File: src/rtl/cic_decim_ctrl_pkg.sv
// rtl/cic_decim_ctrl_pkg.sv - CIC decimator sequencer state encoding and default widths
package cic_pkg;

    typedef enum logic [1:0] {
        ST_IDLE   = 2'd0,
        ST_CLEAR  = 2'd1,
        ST_SETTLE = 2'd2,
        ST_RUN    = 2'd3
    } cic_ctrl_state_e;

    localparam int CIC_CNT_W        = 10;
    localparam int CIC_DATA_W       = 10;
    localparam int CIC_SETTLE_DUMPS = 2;

endpackage

File: src/rtl/cic_decim_ctrl_if.sv
// rtl/cic_decim_ctrl_if.sv - valid/ready sample stream from the CIC sequencer to its consumer
interface cic_decim_ctrl_if #(
    parameter int DATA_W = cic_pkg::CIC_DATA_W
);
    logic [DATA_W-1:0] out_data;
    logic              out_valid;
    logic              out_ready;

    modport master (output out_data, output out_valid, input out_ready);
    modport slave  (input out_data, input out_valid, output out_ready);
endinterface

File: src/rtl/cic_decim_ctrl_out_buf.sv
// rtl/cic_decim_ctrl_out_buf.sv - output sample buffer with sticky overflow detect
// CIC_CTRL_SKID_EN selects a 2-entry FIFO; otherwise a single holding register.
module cic_out_buf #(
    parameter int DATA_W = cic_pkg::CIC_DATA_W
) (
    input  logic              clk_i,
    input  logic              rstn_i,
    input  logic              push_i,
    input  logic [DATA_W-1:0] push_data_i,
    input  logic              ovf_clr_i,
    output logic [DATA_W-1:0] out_data_o,
    output logic              out_valid_o,
    input  logic              out_ready_i,
    output logic              overflow_o
);
    logic pop;
    logic full;
    logic accept;
    logic ovf_q, ovf_d;

    assign pop    = out_valid_o && out_ready_i;
    assign accept = push_i && (!full || pop);

`ifdef CIC_CTRL_SKID_EN
    logic [DATA_W-1:0] mem_q [2];
    logic [DATA_W-1:0] mem_d [2];
    logic              wr_ptr_q, wr_ptr_d;
    logic              rd_ptr_q, rd_ptr_d;
    logic [1:0]        cnt_q, cnt_d;

    assign full        = (cnt_q == 2'd2);
    assign out_valid_o = (cnt_q != 2'd0);
    assign out_data_o  = mem_q[rd_ptr_q];

    always_comb begin
        mem_d    = mem_q;
        wr_ptr_d = wr_ptr_q;
        rd_ptr_d = rd_ptr_q;
        if (accept) begin
            mem_d[wr_ptr_q] = push_data_i;
            wr_ptr_d        = ~wr_ptr_q;
        end
        if (pop) begin
            rd_ptr_d = ~rd_ptr_q;
        end
        cnt_d = cnt_q + {1'b0, accept} - {1'b0, pop};
    end

    always_ff @(posedge clk_i or negedge rstn_i) begin
        if (!rstn_i) begin
            mem_q[0] <= '0;
            mem_q[1] <= '0;
            wr_ptr_q <= 1'b0;
            rd_ptr_q <= 1'b0;
            cnt_q    <= 2'd0;
        end else begin
            mem_q    <= mem_d;
            wr_ptr_q <= wr_ptr_d;
            rd_ptr_q <= rd_ptr_d;
            cnt_q    <= cnt_d;
        end
    end
`else
    logic [DATA_W-1:0] data_q, data_d;
    logic              valid_q, valid_d;

    assign full        = valid_q;
    assign out_valid_o = valid_q;
    assign out_data_o  = data_q;

    always_comb begin
        data_d  = accept ? push_data_i : data_q;
        valid_d = accept || (valid_q && !pop);
    end

    always_ff @(posedge clk_i or negedge rstn_i) begin
        if (!rstn_i) begin
            data_q  <= '0;
            valid_q <= 1'b0;
        end else begin
            data_q  <= data_d;
            valid_q <= valid_d;
        end
    end
`endif

    // A drop this cycle must win over a simultaneous clear request.
    always_comb begin
        ovf_d = ovf_q;
        if (push_i && full && !pop) begin
            ovf_d = 1'b1;
        end else if (ovf_clr_i) begin
            ovf_d = 1'b0;
        end
    end

    always_ff @(posedge clk_i or negedge rstn_i) begin
        if (!rstn_i) begin
            ovf_q <= 1'b0;
        end else begin
            ovf_q <= ovf_d;
        end
    end

    assign overflow_o = ovf_q;
endmodule

File: src/rtl/cic_decim_ctrl.sv
// rtl/cic_decim_ctrl.sv - first-order CIC decimator sequencer: clear, dump timing, settle discard
// Output buffer depth selected by CIC_CTRL_SKID_EN (see cic_out_buf).
module cic_decim_ctrl
    import cic_pkg::*;
#(
    parameter int CNT_W        = CIC_CNT_W,
    parameter int DATA_W       = CIC_DATA_W,
    parameter int SETTLE_DUMPS = CIC_SETTLE_DUMPS
) (
    input  logic              clk_i,
    input  logic              rstn_i,
    input  logic              start_i,
    input  logic              stop_i,
    input  logic [CNT_W-1:0]  ratio_i,
    output logic              cic_clr_o,
    output logic              cic_dump_o,
    input  logic [DATA_W-1:0] cic_data_i,
    cic_decim_ctrl_if.master  out_if,
    output logic              busy_o,
    output logic [1:0]        state_o,
    output logic              overflow_o,
    input  logic              overflow_clr_i
);
    localparam int SW = $clog2(SETTLE_DUMPS + 1);

    cic_ctrl_state_e  state_q, state_d;
    logic [CNT_W-1:0] ratio_q, ratio_d;
    logic [CNT_W-1:0] dec_cnt_q, dec_cnt_d;
    logic [SW-1:0]    settle_cnt_q, settle_cnt_d;
    logic             cap_pend_q, cap_pend_d;
    logic             clr, dump;

    always_comb begin
        state_d      = state_q;
        ratio_d      = ratio_q;
        dec_cnt_d    = dec_cnt_q;
        settle_cnt_d = settle_cnt_q;
        cap_pend_d   = 1'b0;
        clr          = 1'b0;
        dump         = 1'b0;
        case (state_q)
            ST_IDLE: begin
                if (start_i) begin
                    state_d = ST_CLEAR;
                    ratio_d = (ratio_i == '0) ? CNT_W'(1) : ratio_i;
                end
            end
            ST_CLEAR: begin
                clr          = 1'b1;
                dec_cnt_d    = '0;
                settle_cnt_d = '0;
                state_d      = ST_SETTLE;
            end
            ST_SETTLE, ST_RUN: begin
                dump      = (dec_cnt_q == ratio_q);
                dec_cnt_d = dump ? '0 : dec_cnt_q + CNT_W'(1);
                if (dump && state_q == ST_SETTLE) begin
                    settle_cnt_d = settle_cnt_q + SW'(1);
                    if (settle_cnt_d == SW'(SETTLE_DUMPS)) begin
                        state_d = ST_RUN;
                    end
                end
                // Datapath output lands one cycle after the dump; capture then.
                cap_pend_d = dump && (state_q == ST_RUN);
            end
            default: state_d = ST_IDLE;
        endcase
        if (state_q != ST_IDLE && stop_i) begin
            state_d   = ST_IDLE;
            dec_cnt_d = '0;
        end
    end

    always_ff @(posedge clk_i or negedge rstn_i) begin
        if (!rstn_i) begin
            state_q      <= ST_IDLE;
            ratio_q      <= CNT_W'(1);
            dec_cnt_q    <= '0;
            settle_cnt_q <= '0;
            cap_pend_q   <= 1'b0;
        end else begin
            state_q      <= state_d;
            ratio_q      <= ratio_d;
            dec_cnt_q    <= dec_cnt_d;
            settle_cnt_q <= settle_cnt_d;
            cap_pend_q   <= cap_pend_d;
        end
    end

    cic_out_buf #(.DATA_W(DATA_W)) u_out_buf (
        .clk_i       (clk_i),
        .rstn_i      (rstn_i),
        .push_i      (cap_pend_q),
        .push_data_i (cic_data_i),
        .ovf_clr_i   (overflow_clr_i),
        .out_data_o  (out_if.out_data),
        .out_valid_o (out_if.out_valid),
        .out_ready_i (out_if.out_ready),
        .overflow_o  (overflow_o)
    );

    assign cic_clr_o  = clr;
    assign cic_dump_o = dump;
    assign busy_o     = (state_q != ST_IDLE);
    assign state_o    = state_q;
endmodule

File: src/flat_wrapper.sv
// flat-port wrapper written by rule: the top's interface ports become plain ports
module cic_decim_ctrl_flat import cic_pkg::*;
#(
    parameter int CNT_W        = CIC_CNT_W,
    parameter int DATA_W       = CIC_DATA_W,
    parameter int SETTLE_DUMPS = CIC_SETTLE_DUMPS
)
  (clk_i, rstn_i, start_i, stop_i, ratio_i, cic_clr_o, cic_dump_o, cic_data_i, busy_o, state_o, overflow_o, overflow_clr_i, out_if_out_data, out_if_out_valid, out_if_out_ready);
  cic_decim_ctrl_if #(.DATA_W(DATA_W)) out_if_i ();
  input  logic clk_i;
  input  logic rstn_i;
  input  logic start_i;
  input  logic stop_i;
  input  logic [CNT_W-1:0] ratio_i;
  output logic cic_clr_o;
  output logic cic_dump_o;
  input  logic [DATA_W-1:0] cic_data_i;
  output logic busy_o;
  output logic [1:0] state_o;
  output logic overflow_o;
  input  logic overflow_clr_i;
  output wire logic [$bits(out_if_i.out_data)-1:0] out_if_out_data;
  output wire logic [$bits(out_if_i.out_valid)-1:0] out_if_out_valid;
  input wire logic [$bits(out_if_i.out_ready)-1:0] out_if_out_ready;
  assign out_if_out_data = out_if_i.out_data;
  assign out_if_out_valid = out_if_i.out_valid;
  assign out_if_i.out_ready = out_if_out_ready;
  cic_decim_ctrl #(.CNT_W(CNT_W), .DATA_W(DATA_W), .SETTLE_DUMPS(SETTLE_DUMPS)) u_core (.clk_i(clk_i), .rstn_i(rstn_i), .start_i(start_i), .stop_i(stop_i), .ratio_i(ratio_i), .cic_clr_o(cic_clr_o), .cic_dump_o(cic_dump_o), .cic_data_i(cic_data_i), .out_if(out_if_i), .busy_o(busy_o), .state_o(state_o), .overflow_o(overflow_o), .overflow_clr_i(overflow_clr_i));
endmodule
File: config.mk
export PLATFORM = sky130hd
export DESIGN_NAME = cic_decim_ctrl_flat
export DESIGN_NICKNAME = d
export VERILOG_FILES = /design/src/rtl/cic_decim_ctrl_pkg.sv /design/src/rtl/cic_decim_ctrl_if.sv /design/src/rtl/cic_decim_ctrl_out_buf.sv /design/src/rtl/cic_decim_ctrl.sv /design/src/flat_wrapper.sv
export SDC_FILE = /design/constraint.sdc
export NUM_CORES = 1
export LEC_CHECK = 0
export CAP_MARGIN = 0
export CORE_AREA = 5 5 65 67
export CTS_CLUSTER_DIAMETER = 30
export DETAILED_ROUTE_END_ITERATION = 10
export DIE_AREA = 0 0 70 72
export PLACE_DENSITY = 0.81
export SETUP_SLACK_MARGIN = 0.3
export SLEW_MARGIN = 40
export SYNTH_ARGS = -nofsm -noshare
export SYNTH_HDL_FRONTEND = slang
export SYNTH_SLANG_ARGS = --single-unit
File: constraint.sdc
create_clock -name clk_i -period 4.8 [get_ports clk_i]
set_input_delay 0.48 -clock clk_i [delete_from_list [all_inputs] [get_ports clk_i]]
set_output_delay 0.48 -clock clk_i [all_outputs]
set_load 0.02 [all_outputs]
# Word level (Yosys, flattened, before mapping)
# Index checks and enable logic that the tools add are counted.
[op_classes] shift=0 n_mul=0 div=0 n_reduce_logical=22 addsub=2 order_cmp=0 n_mux=16 n_bitwise=0 eq_ne=9
[op_table] op="$mux 10" count=3
[op_table] op="$pmux 10 s2" count=1
[op_table] op="$add 10x1->10 const B" count=1
[op_table] op="$eq 10x10->1" count=1
[op_table] op="$logic_not 10->1" count=1
[op_table] op="$mux 2" count=5
[op_table] op="$logic_and 1x1->1" count=8
[op_table] op="$eq 2x2->1 const B" count=3
[op_table] op="$ne 3x1->1 const B" count=2
[op_table] op="$pmux 2 s3" count=1
[op_table] op="$reduce_bool 2->1" count=3
[op_table] op="$mux 1" count=5
[op_table] op="$pmux 2 s2" count=1
[op_table] op="$reduce_and 2->1" count=2
[op_table] op="$ne 3x2->1 const B" count=1
[op_table] op="$reduce_and 3->1" count=1
[op_table] op="$reduce_bool 3->1" count=1
[op_table] op="$add 2x1->2 const B" count=1
[op_table] op="$eq 2x1->1 const B" count=1
[op_table] op="$logic_not 1->1" count=2
[op_table] op="$logic_not 2->1" count=1
[op_table] op="$logic_or 1x1->1" count=2
[op_table] op="$ne 2x1->1 const B" count=1
[op_table] op="$reduce_or 2->1" count=1
[word_totals] elab_cells=57 register_bits=37 latch_bits=0 n_memories=0 ram_bits=0 rom_bits=0

# Longest topological paths before layout
# Gate-level depths: netlist of the first run.
[logic_depth] word_depth=6 depth_mapped=5 ltp_nobuf=5

# Modules after synthesis
# A second synthesis of the first run with hierarchy kept.
[hier_totals] cells_unflattened=149 hier_area_um2=1844.3
[by_module_without_submodules] mod="cic_decim_ctrl" area_per_inst_um2=1351.3 cells_each=121 seq_area_each_um2=626.9 instances=1
[by_module_without_submodules] mod="cic_out_buf" area_per_inst_um2=493.0 cells_each=28 seq_area_each_um2=300.3 instances=1

# Worst setup path before layout of the first run
# No wires, ideal clock.
[synth_path] path_kind="register to output" from="reg u_core.ratio_q[0]" to="out cic_dump_o" n_path_buf=0 t_arrival_ns=1.474 path_slack_ns=2.846 stages_incl_launch_ff=4 path_cell_list="dfstp_2 -> xnor2_1 -> nand4_2 -> nor4_2"
[synth_via] elab_chain_cells=2
[synth_lines] item="from (decl)" line="cic_decim_ctrl.sv:27" text="logic [CNT_W-1:0] ratio_q, ratio_d;"
[synth_lines] item="from (signal assigned)" line="cic_decim_ctrl.sv:83" text="ratio_q <= ratio_d;"
[synth_lines] item="$eq 10x10->1" line="cic_decim_ctrl.sv:55" text="dump = (dec_cnt_q == ratio_q);"
[synth_lines] item="$mux 1" line="cic_decim_ctrl.sv:41" text="case (state_q)"
[synth_lines] item="to (decl)" line="flat_wrapper.sv:16" text="output logic cic_dump_o;"
# Every way passes these cells.

# Final worst setup path of the first run
# Ends and elaborated chain as after synthesis.

==> flow_summary.toml, run 1 <==
[route]
first_pass_iters = 4
wirelength_um = 3560
vias_per_cell = 5.30
vias = 1304
drc = 0
routedWlPerCell_um = 14.5
drtIter0Drc = 39
ant_nets = 0

[setup_path]
cp_data_required_time_ns = 4.32
arrival_ns = 2.37
crit_path_start_kind = "flop"
cp_max_fo = 8
crit_path_end_kind = "output port"
worstSetupPathType = "reg2out"

[clocking]
hold_buffers = 0
h-tree-depth = 2
ctsLongestPathBuffers = 2
cts_resized = 0
post_cts_buffers = 0
numCtsBuffers = 5
clock_latency_ns = 0.34
tritoncts = "built"
cts.clk_slew.worst_paths_ns = 0.10
cts.sinks = 37
cts-root-buf = "clkbuf_4"

[floorplan]
start_util_pct = 50.1
die-width_um = 70
row_count = 22
fp.dieArea_um2 = 5040
coreArea_um2 = 3580
ioPinCount = 43
die_h_um = 72

[logic_synthesis]
synth.net_count = 176
synth_flop_cell = "dfrtp_1"
yosysSeqAreaShare_pct = 51.7
async_reset_ff_share_pct = 100
ys_ff_latch = 37
postSynthAreaPerCell_um2 = 12.1
synth_cells = 148
yosysWarningCount = 0
synth-edff-count = 0
synth_cell_types = 41
syn_area_um2 = 1790

[flow_run]
drv_cap = 0

[sta]
rsz0062_at_grt = "false"
drv_slew = 0
slew_headroom_pct = 65.6
setup_violations = 0
fmax_ghz = 0.351
post-route-period-util_pct = 59.3
min_period_ns = 2.85
setup_ws_ns = 1.95
hold_violations = 0
worstMarginPinSlew_ns = 0.516
holdWs_ns = 0.478
timing.setup.tns_ns = 0
skew_ns = 0.00780

[placement]
placed_cells = 238
place_hpwl_um = 2810
portBuffers = 42
placed_cell_area_um2 = 2270
place.gp.congestion = 0.898
place_ws_ns = 2.34

[final_layout]
syn2layout_area_growth_pct = 29.5
final_cells = 246
finalInstanceArea_um2 = 2320
finalNetCount = 225
final_cell_mix = "clkdlybuf4s50_1, dfrtp_1, mux2_1"
layout_commonest_cell = "clkdlybuf4s50_1"
drive_above_1_share_pct = 12.6
diodes = 0

[grt]
grt_pass1_wl_um = 6070
grt_pass1_vias = 1289
antenna_found_initial = 0
overflow = 0
grt_use_total_pct = 15.3
grt_max_degree = 38

[power_and_ir_drop]
p_per_area_nw_per_um2 = 299
p_leak_uw = 0.000975
vdd_drop_max_v = 0.000253

[run_status]
status = "finished, final reports clean"

[hold_path]
hold_class = "reg2reg"
[Yosys cell counts (2+ instances only)]
library cell  count  share of area (%)
dfrtp_1          36                 50
nand4_1           2               0.70
xor2_1            2               0.98
nor3_1            5                1.4
xnor2_2           3                2.7
ha_1              2                1.4
mux2_1           13                8.2
o41ai_1           2               0.98
mux2_2            6                3.8
inv_1             7                1.5
o21ai_1           2               0.56
o2bb2ai_1         2               0.98
a21oi_1           3               0.84
o21ai_0           2               0.56
nand2_1          12                2.5
xnor2_1          11                5.4
and2_1            2               0.70
nor2_1           12                2.5
nand2b_1          2               0.70
[metal layers]
layer,up-vias,global-route usage [%],part of all wire [%]
li1,629,-,-
met1,622,18.0,42
met2,47,25.3,49
met3,6,6.93,8.4
met4,0,5.11,1.3
met5,-,0,0
[where the power goes]
part | leakage, uW | internal [uW] | switching, uW
sequential | 0.000489 | 344 | 33.2
combinational | 0.000459 | 83.0 | 84.9
clock | 0.0000265 | 58.3 | 90.5
[state kept, by name, summed over array words and instances (netlist names)]
signal                        flops
u_core.dec_cnt_q                 10
u_core.ratio_q                   10
u_core.u_out_buf.out_data_o      10
u_core.settle_cnt_q               2
u_core.state_o                    2
u_core.cap_pend_q                 1
u_core.u_out_buf.out_valid_o      1
u_core.u_out_buf.overflow_o       1
[layout make-up]
class | instances | area [um^2]
clock buffer | 8 | 48.8
fill | 290 | 1260
inverter | 8 | 30.0
multi-input combinational | 102 | 827
sequential | 37 | 927
tap | 48 | 60.1
timing repair buffer | 43 | 428
[cells by family (layout without fill, tap and decap cells)]
kind of cell	count (synthesis)	in the layout	share of synthesized area, %
AO/OA/AOI/OAI	21	21	10.1
XOR/XNOR	16	16	9.08
multiplexers	19	19	11.9
buffers and inverters	9	59	2.10
AND/OR/NAND/NOR	44	44	13.7
adder cells (fa/ha/maj)	2	2	1.40
flip-flops	37	37	51.7
[final timing paths]
path | slack [ns] | cells past startpoint | to | startpoint
worst max register to register | 2.93 | 3 | u_core.ratio_q[9]$_DFFE_PN0P_ | u_core.state_o[1]$_DFFE_PN0P_
worst min-delay path | 0.48 | 2 | u_core.u_out_buf.out_valid_o$_DFF_PN0_ | u_core.cap_pend_q$_DFF_PN0_
min in group asynchronous | 0.55 | 2 | u_core.settle_cnt_q[1]$_DFFE_PN0P_ | rstn_i
max in group asynchronous | 3.90 | 2 | u_core.ratio_q[0]$_DFFE_PN1P_ | rstn_i
worst min register to register | 0.48 | 2 | u_core.u_out_buf.out_valid_o$_DFF_PN0_ | u_core.cap_pend_q$_DFF_PN0_
worst max-delay path | 1.95 | 4 | cic_dump_o | u_core.ratio_q[0]$_DFFE_PN1P_
[worst max-delay path, cell delays in order, from the launching register on]
cell	delay, ns
dfstp_2	0.55
xnor2_1	0.13
nand4_2	0.29
nor4_2	0.40
clkdlybuf4s50_1	0.67
[metrics by stage]
step	total power [uW]	utilization [%]
2_1_floorplan	486	-
3_3_place_gp	547	63.5
3_5_place_dp	553	63.5
4_1_cts	704	64.9
5_1_grt	737	64.9
6_report	694	64.9
Power figures use the tool's default switching activity.
==> run 2: changes to the inputs <==
--- a/config.mk
+++ b/config.mk
@@ -6,11 +6,11 @@
 export NUM_CORES = 1
 export LEC_CHECK = 0
 export CAP_MARGIN = 0
-export CORE_AREA = 5 5 65 67
+export CORE_AREA = 5 5 70 72
 export CTS_CLUSTER_DIAMETER = 30
 export DETAILED_ROUTE_END_ITERATION = 10
-export DIE_AREA = 0 0 70 72
-export PLACE_DENSITY = 0.81
+export DIE_AREA = 0 0 75 77
+export PLACE_DENSITY = 0.74
 export SETUP_SLACK_MARGIN = 0.3
 export SLEW_MARGIN = 40
 export SYNTH_ARGS = -nofsm -noshare
==> constraint.sdc (replaced) <==
create_clock -name clk_i -period 2.5 [get_ports clk_i]
set_input_delay 0.25 -clock clk_i [delete_from_list [all_inputs] [get_ports clk_i]]
set_output_delay 0.25 -clock clk_i [all_outputs]
set_load 0.02 [all_outputs]
==> run 2 against run 1 <==
Die area up 15%. Clock power increased to 2.6 times the previous value. Critical path depth did not move. Design area grew 3.7%. Clock-buffer cell count is 1 lower. Power rose by 110%. Clock skew down 0.0039 ns. Sequential power up 93%. Largest power group unchanged.
==> flow_summary.toml, run 2 (synthesis results as in run 1) <==
[run_status]
status = "finished, final reports clean"

[floorplan]
die-width_um = 75
fp.dieArea_um2 = 5780
ioPinCount = 43
start_util_pct = 42.3
coreArea_um2 = 4230
row_count = 24
die_h_um = 77

[clocking]
clock_latency_ns = 0.28
cts.sinks = 37
ctsLongestPathBuffers = 2
tritoncts = "built"
cts-root-buf = "clkbuf_8"
h-tree-depth = 2
hold_buffers = 0
numCtsBuffers = 5
cts.clk_slew.worst_paths_ns = 0.07

[route]
drc = 0
drtIter0Drc = 58
vias = 1339
vias_per_cell = 5.27
wirelength_um = 3980
first_pass_iters = 4
routedWlPerCell_um = 15.7
ant_nets = 0

[setup_path]
crit_path_start_kind = "flop"
crit_path_end_kind = "output port"
worstSetupPathType = "reg2out"
arrival_ns = 1.82
cp_data_required_time_ns = 2.25
cp_max_fo = 7

[grt]
top_usage_layer = "met2"
grt_use_met2_pct = 24.0
overflow = 0
grt_max_degree = 38
grtUsageMet3_pct = 5.62
grt_pass1_wl_um = 6780
grt_use_total_pct = 15.0
grt_pass1_vias = 1443
antenna_found_initial = 0
use_met1_pct = 18.5

[sta]
holdWs_ns = 0.398
drv_slew = 0
fmax_ghz = 0.483
post-route-period-util_pct = 82.8
worstMarginPinSlew_ns = 0.569
skew_ns = 0.00388
setup_violations = 0
timing.setup.tns_ns = 0
hold_violations = 0
min_period_ns = 2.07
slew_headroom_pct = 62.1
rsz0062_at_grt = "false"

[final_layout]
seqCellArea_um2 = 928
fin_util_pct = 56.9
multiInputGateArea_um2 = 843
syn2layout_area_growth_pct = 34.4
finalNetCount = 229
diodes = 0
finalInstanceArea_um2 = 2410
layout_commonest_cell = "clkdlybuf4s50_1"
nFillCells = 346
final_cell_mix = "clkdlybuf4s50_1, dfrtp_1, mux2_1"
drive_above_1_share_pct = 16.3

[placement]
portBuffers = 42
place.gp.congestion = 0.868
place_hpwl_um = 3000
placed_cell_area_um2 = 2280

[flow_run]
drv_cap = 0

[power_and_ir_drop]
vdd_drop_max_v = 0.000360
p_per_area_nw_per_um2 = 610
p_leak_uw = 0.00102

[hold_path]
hold_class = "in2async"
## run 2: metrics by stage
stage / total power (uW) / setup slack, ns / cells
floorplan: 933 / 0.754 / 148
global placement: 1060 / 0.356 / 243
detailed placement: 1070 / 0.260 / 243
CTS: 1470 / 0.301 / 251
global route: 1550 / 0.312 / 254
finish: 1470 / 0.431 / 254
## run 2: metal layers
layer / vias to the layer above / routed length [um]
met1: 654 / 1580
met3: 5 / 354
met4: 0 / 44
met5: - / 0
li1: 626 / -
met2: 54 / 2000
## run 2: repair_timing
item,CTS,global route
endpoints found under the setup margin,1,1
resized for setup,4,3
setup buffers,0,3
pin swaps,0,2
## run 2: cell type report
cell class | instances | area share (%)
Clock buffer | 7 | 3.17
Clock inverter | 1 | 0.208
Multi-Input combinational cell | 102 | 35.0
Tap cell | 52 | 2.70
Inverter | 8 | 1.25
Sequential cell | 37 | 38.6
Timing Repair Buffer | 47 | 19.1
## run 2: power breakdown
group	switching (uW)	internal, uW
sequential	64.8	661
clock	196	195
combinational	177	174
total	438	1030
## run 2: path summary, 6_finish.rpt
check | startpoint | to | slack [ns] | cells past startpoint
setup / recovery | u_core.dec_cnt_q[8]$_DFFE_PN0P_ | cic_dump_o | 0.43 | 4
max in group asynchronous | rstn_i | u_core.dec_cnt_q[2]$_DFFE_PN0P_ | 1.75 | 2
setup reg to reg | u_core.state_o[1]$_DFFE_PN0P_ | u_core.ratio_q[3]$_DFFE_PN0P_ | 0.59 | 3
hold reg to reg | u_core.cap_pend_q$_DFF_PN0_ | u_core.u_out_buf.out_valid_o$_DFF_PN0_ | 0.48 | 2
hold / removal | rstn_i | u_core.u_out_buf.out_valid_o$_DFF_PN0_ | 0.40 | 2
min in group clk_i | u_core.cap_pend_q$_DFF_PN0_ | u_core.u_out_buf.out_valid_o$_DFF_PN0_ | 0.48 | 2
## run 2: critical path: stages (launching register included)
cell             delay [ns]
dfrtp_1                0.45
xnor2_2                0.24
nand4_4                0.19
nor4_4                 0.35
clkdlybuf4s15_2        0.31
==> run 3: changes to the inputs <==
--- a/config.mk
+++ b/config.mk
@@ -6,11 +6,11 @@
 export NUM_CORES = 1
 export LEC_CHECK = 0
 export CAP_MARGIN = 0
-export CORE_AREA = 5 5 70 72
+export CORE_AREA = 5 5 67 69
 export CTS_CLUSTER_DIAMETER = 30
 export DETAILED_ROUTE_END_ITERATION = 10
-export DIE_AREA = 0 0 75 77
-export PLACE_DENSITY = 0.74
+export DIE_AREA = 0 0 72 74
+export PLACE_DENSITY = 0.77
 export SETUP_SLACK_MARGIN = 0.3
 export SLEW_MARGIN = 40
 export SYNTH_ARGS = -nofsm -noshare
==> constraint.sdc (replaced) <==
create_clock -name clk_i -period 2.15 [get_ports clk_i]
set_input_delay 0.215 -clock clk_i [delete_from_list [all_inputs] [get_ports clk_i]]
set_output_delay 0.215 -clock clk_i [all_outputs]
set_load 0.02 [all_outputs]
==> run 3 against run 2 <==
Non-clock buffer count rose by 5. Combinational power grew 25%. Worst setup slack got worse by 0.064 ns.
==> flow_summary.toml, run 3 (synthesis results as in run 1) <==
[final_layout]
nFillCells = 301
diodes = 0
seqCellArea_um2 = 932
drive_above_1_share_pct = 20.3
syn2layout_area_growth_pct = 39.2
layout_commonest_cell = "clkdlybuf4s50_1"
finalNetCount = 234
multiInputGateArea_um2 = 860
finalInstanceArea_um2 = 2490
final_cell_mix = "clkdlybuf4s50_1, dfrtp_1, mux2_1"

[floorplan]
fp.dieArea_um2 = 5330
die-width_um = 72
ioPinCount = 43
die_h_um = 74
start_util_pct = 46.5
row_count = 23
coreArea_um2 = 3860

[power_and_ir_drop]
pwr-share-comb_pct = 23.1
p_clk_share_pct = 32.0
p_per_area_nw_per_um2 = 758
power.switching_uw = 522
switching_share_pct = 27.6
p_leak_uw = 0.00107
intPower_uw = 1370
vdd_drop_max_v = 0.000409
pwr-share-seq_pct = 44.9

[sta]
min_period_ns = 1.78
setup_violations = 0
drv_slew = 0
rsz0062_at_grt = "true"
slew_headroom_pct = 67.0
worstMarginPinSlew_ns = 0.494
hold_violations = 0
post-route-period-util_pct = 82.9
timing.setup.tns_ns = 0
skew_ns = 0.00413
fmax_ghz = 0.561

[route]
wirelength_um = 4130
first_pass_iters = 4
drtIter0Drc = 52
vias = 1335
drc = 0
vias_per_cell = 5.19
routedWlPerCell_um = 16.1
ant_nets = 0

[grt]
grt_use_total_pct = 17.4
grt_pass1_vias = 1443
grt_max_degree = 38
grt_pass1_wl_um = 7010
overflow = 0
antenna_found_initial = 0

[placement]
place_hpwl_um = 3160
portBuffers = 42
place.gp.congestion = 0.822
placed_cell_area_um2 = 2340

[setup_path]
crit_path_start_kind = "flop"
crit_path_end_kind = "output port"
worstSetupPathType = "reg2out"
path_buf_inv = 1
cp_cell_sequence = "xnor2_2 > nand4_4 > nor4_4 > buf_4"
arrival_ns = 1.57
crit_family = "simple AND/OR/NAND/NOR gates"
cp_max_fo = 2
critPathMaxStageDelay_ns = 0.42
slowest_stage = "dfrtp_1"
cp_data_required_time_ns = 1.93

[clocking]
tritoncts = "built"
cts.clk_slew.worst_paths_ns = 0.07
ctsLongestPathBuffers = 2
clock_latency_ns = 0.28
h-tree-depth = 2
cts.sinks = 37
numCtsBuffers = 5
cts-root-buf = "clkbuf_8"
post_cts_buffers = 0

[run_status]
status = "finished, final reports clean"

[flow_run]
drv_cap = 0

[hold_path]
hold_class = "in2async"
-- run 3: changes by cell type in the layout (fill, tap and decap cells not counted), moves of 2 or more --
cell / before / now
buf_4: 5 / 11
clkdlybuf4s50_1: 41 / 39
dfrtp_1: 35 / 32
dfrtp_2: 1 / 4
-- run 3: area by class of cell --
cell class                      instances  area share (%)
Sequential cell                        37            37.4
Multi-Input combinational cell        102            34.5
Timing Repair Buffer                   52            19.8
Tap cell                               50            2.51
Clock inverter                          1            1.20
Clock buffer                            7            3.46
Inverter                                8            1.20
-- run 3: repair_timing --
item                                    in CTS  in global routing
endpoints found under the setup margin       3                  3
gates resized for setup                      9                  7
pin swaps                                    0                  6
hold buffers                                 0                  0
-- run 3: worst paths after layout --
| path | startpoint | end | slack, ns | cells after the start |
|---|---|---|---|---|
| min in group clk_i | u_core.cap_pend_q$_DFF_PN0_ | u_core.u_out_buf.out_valid_o$_DFF_PN0_ | 0.49 | 2 |
| setup / recovery | u_core.dec_cnt_q[3]$_DFFE_PN0P_ | cic_dump_o | 0.37 | 4 |
| max in group asynchronous | rstn_i | u_core.ratio_q[0]$_DFFE_PN1P_ | 1.46 | 2 |
| hold reg to reg | u_core.cap_pend_q$_DFF_PN0_ | u_core.u_out_buf.out_valid_o$_DFF_PN0_ | 0.49 | 2 |
| hold / removal | rstn_i | u_core.ratio_q[6]$_DFFE_PN0P_ | 0.34 | 2 |
| setup reg to reg | u_core.dec_cnt_q[3]$_DFFE_PN0P_ | u_core.dec_cnt_q[5]$_DFFE_PN0P_ | 0.37 | 5 |
-- run 3: metrics by stage --
| step | cells | utilization [%] | hold WS (ns) | setup slack, ns | power [uW] |
|---|---|---|---|---|---|
| 2_1_floorplan | 148 | - | -0.0806 | 0.404 | 1090 |
| 3_3_place_gp | 249 | 60.7 | 0.452 | 0.158 | 1260 |
| 3_5_place_dp | 249 | 60.7 | 0.475 | 0.134 | 1280 |
| 4_1_cts | 257 | 64.0 | 0.358 | 0.300 | 1900 |
| 5_1_grt | 257 | 64.7 | 0.380 | 0.292 | 1990 |
| 6_report | 257 | 64.7 | 0.345 | 0.367 | 1890 |
-- run 3: power groups by stage --
| stage | combinational (uW) | sequential, uW | clock [uW] |
|---|---|---|---|
| 2_1_floorplan | 239 | 846 | 0 |
| 3_3_place_gp | 410 | 849 | 0 |
| 3_5_place_dp | 423 | 852 | 0 |
| 4_1_cts | 430 | 844 | 626 |
| 5_1_grt | 477 | 856 | 657 |
| 6_report | 437 | 849 | 605 |
-- run 3: per-layer routing --
layer	part of all wire, %	up-vias	global-route usage (%)	routed length [um]
met5	0	-	0	0
met4	1.2	0	6.26	49
met3	4.7	5	5.00	194
met2	55	37	31.7	2270
met1	39	653	19.4	1620
li1	-	640	-	-
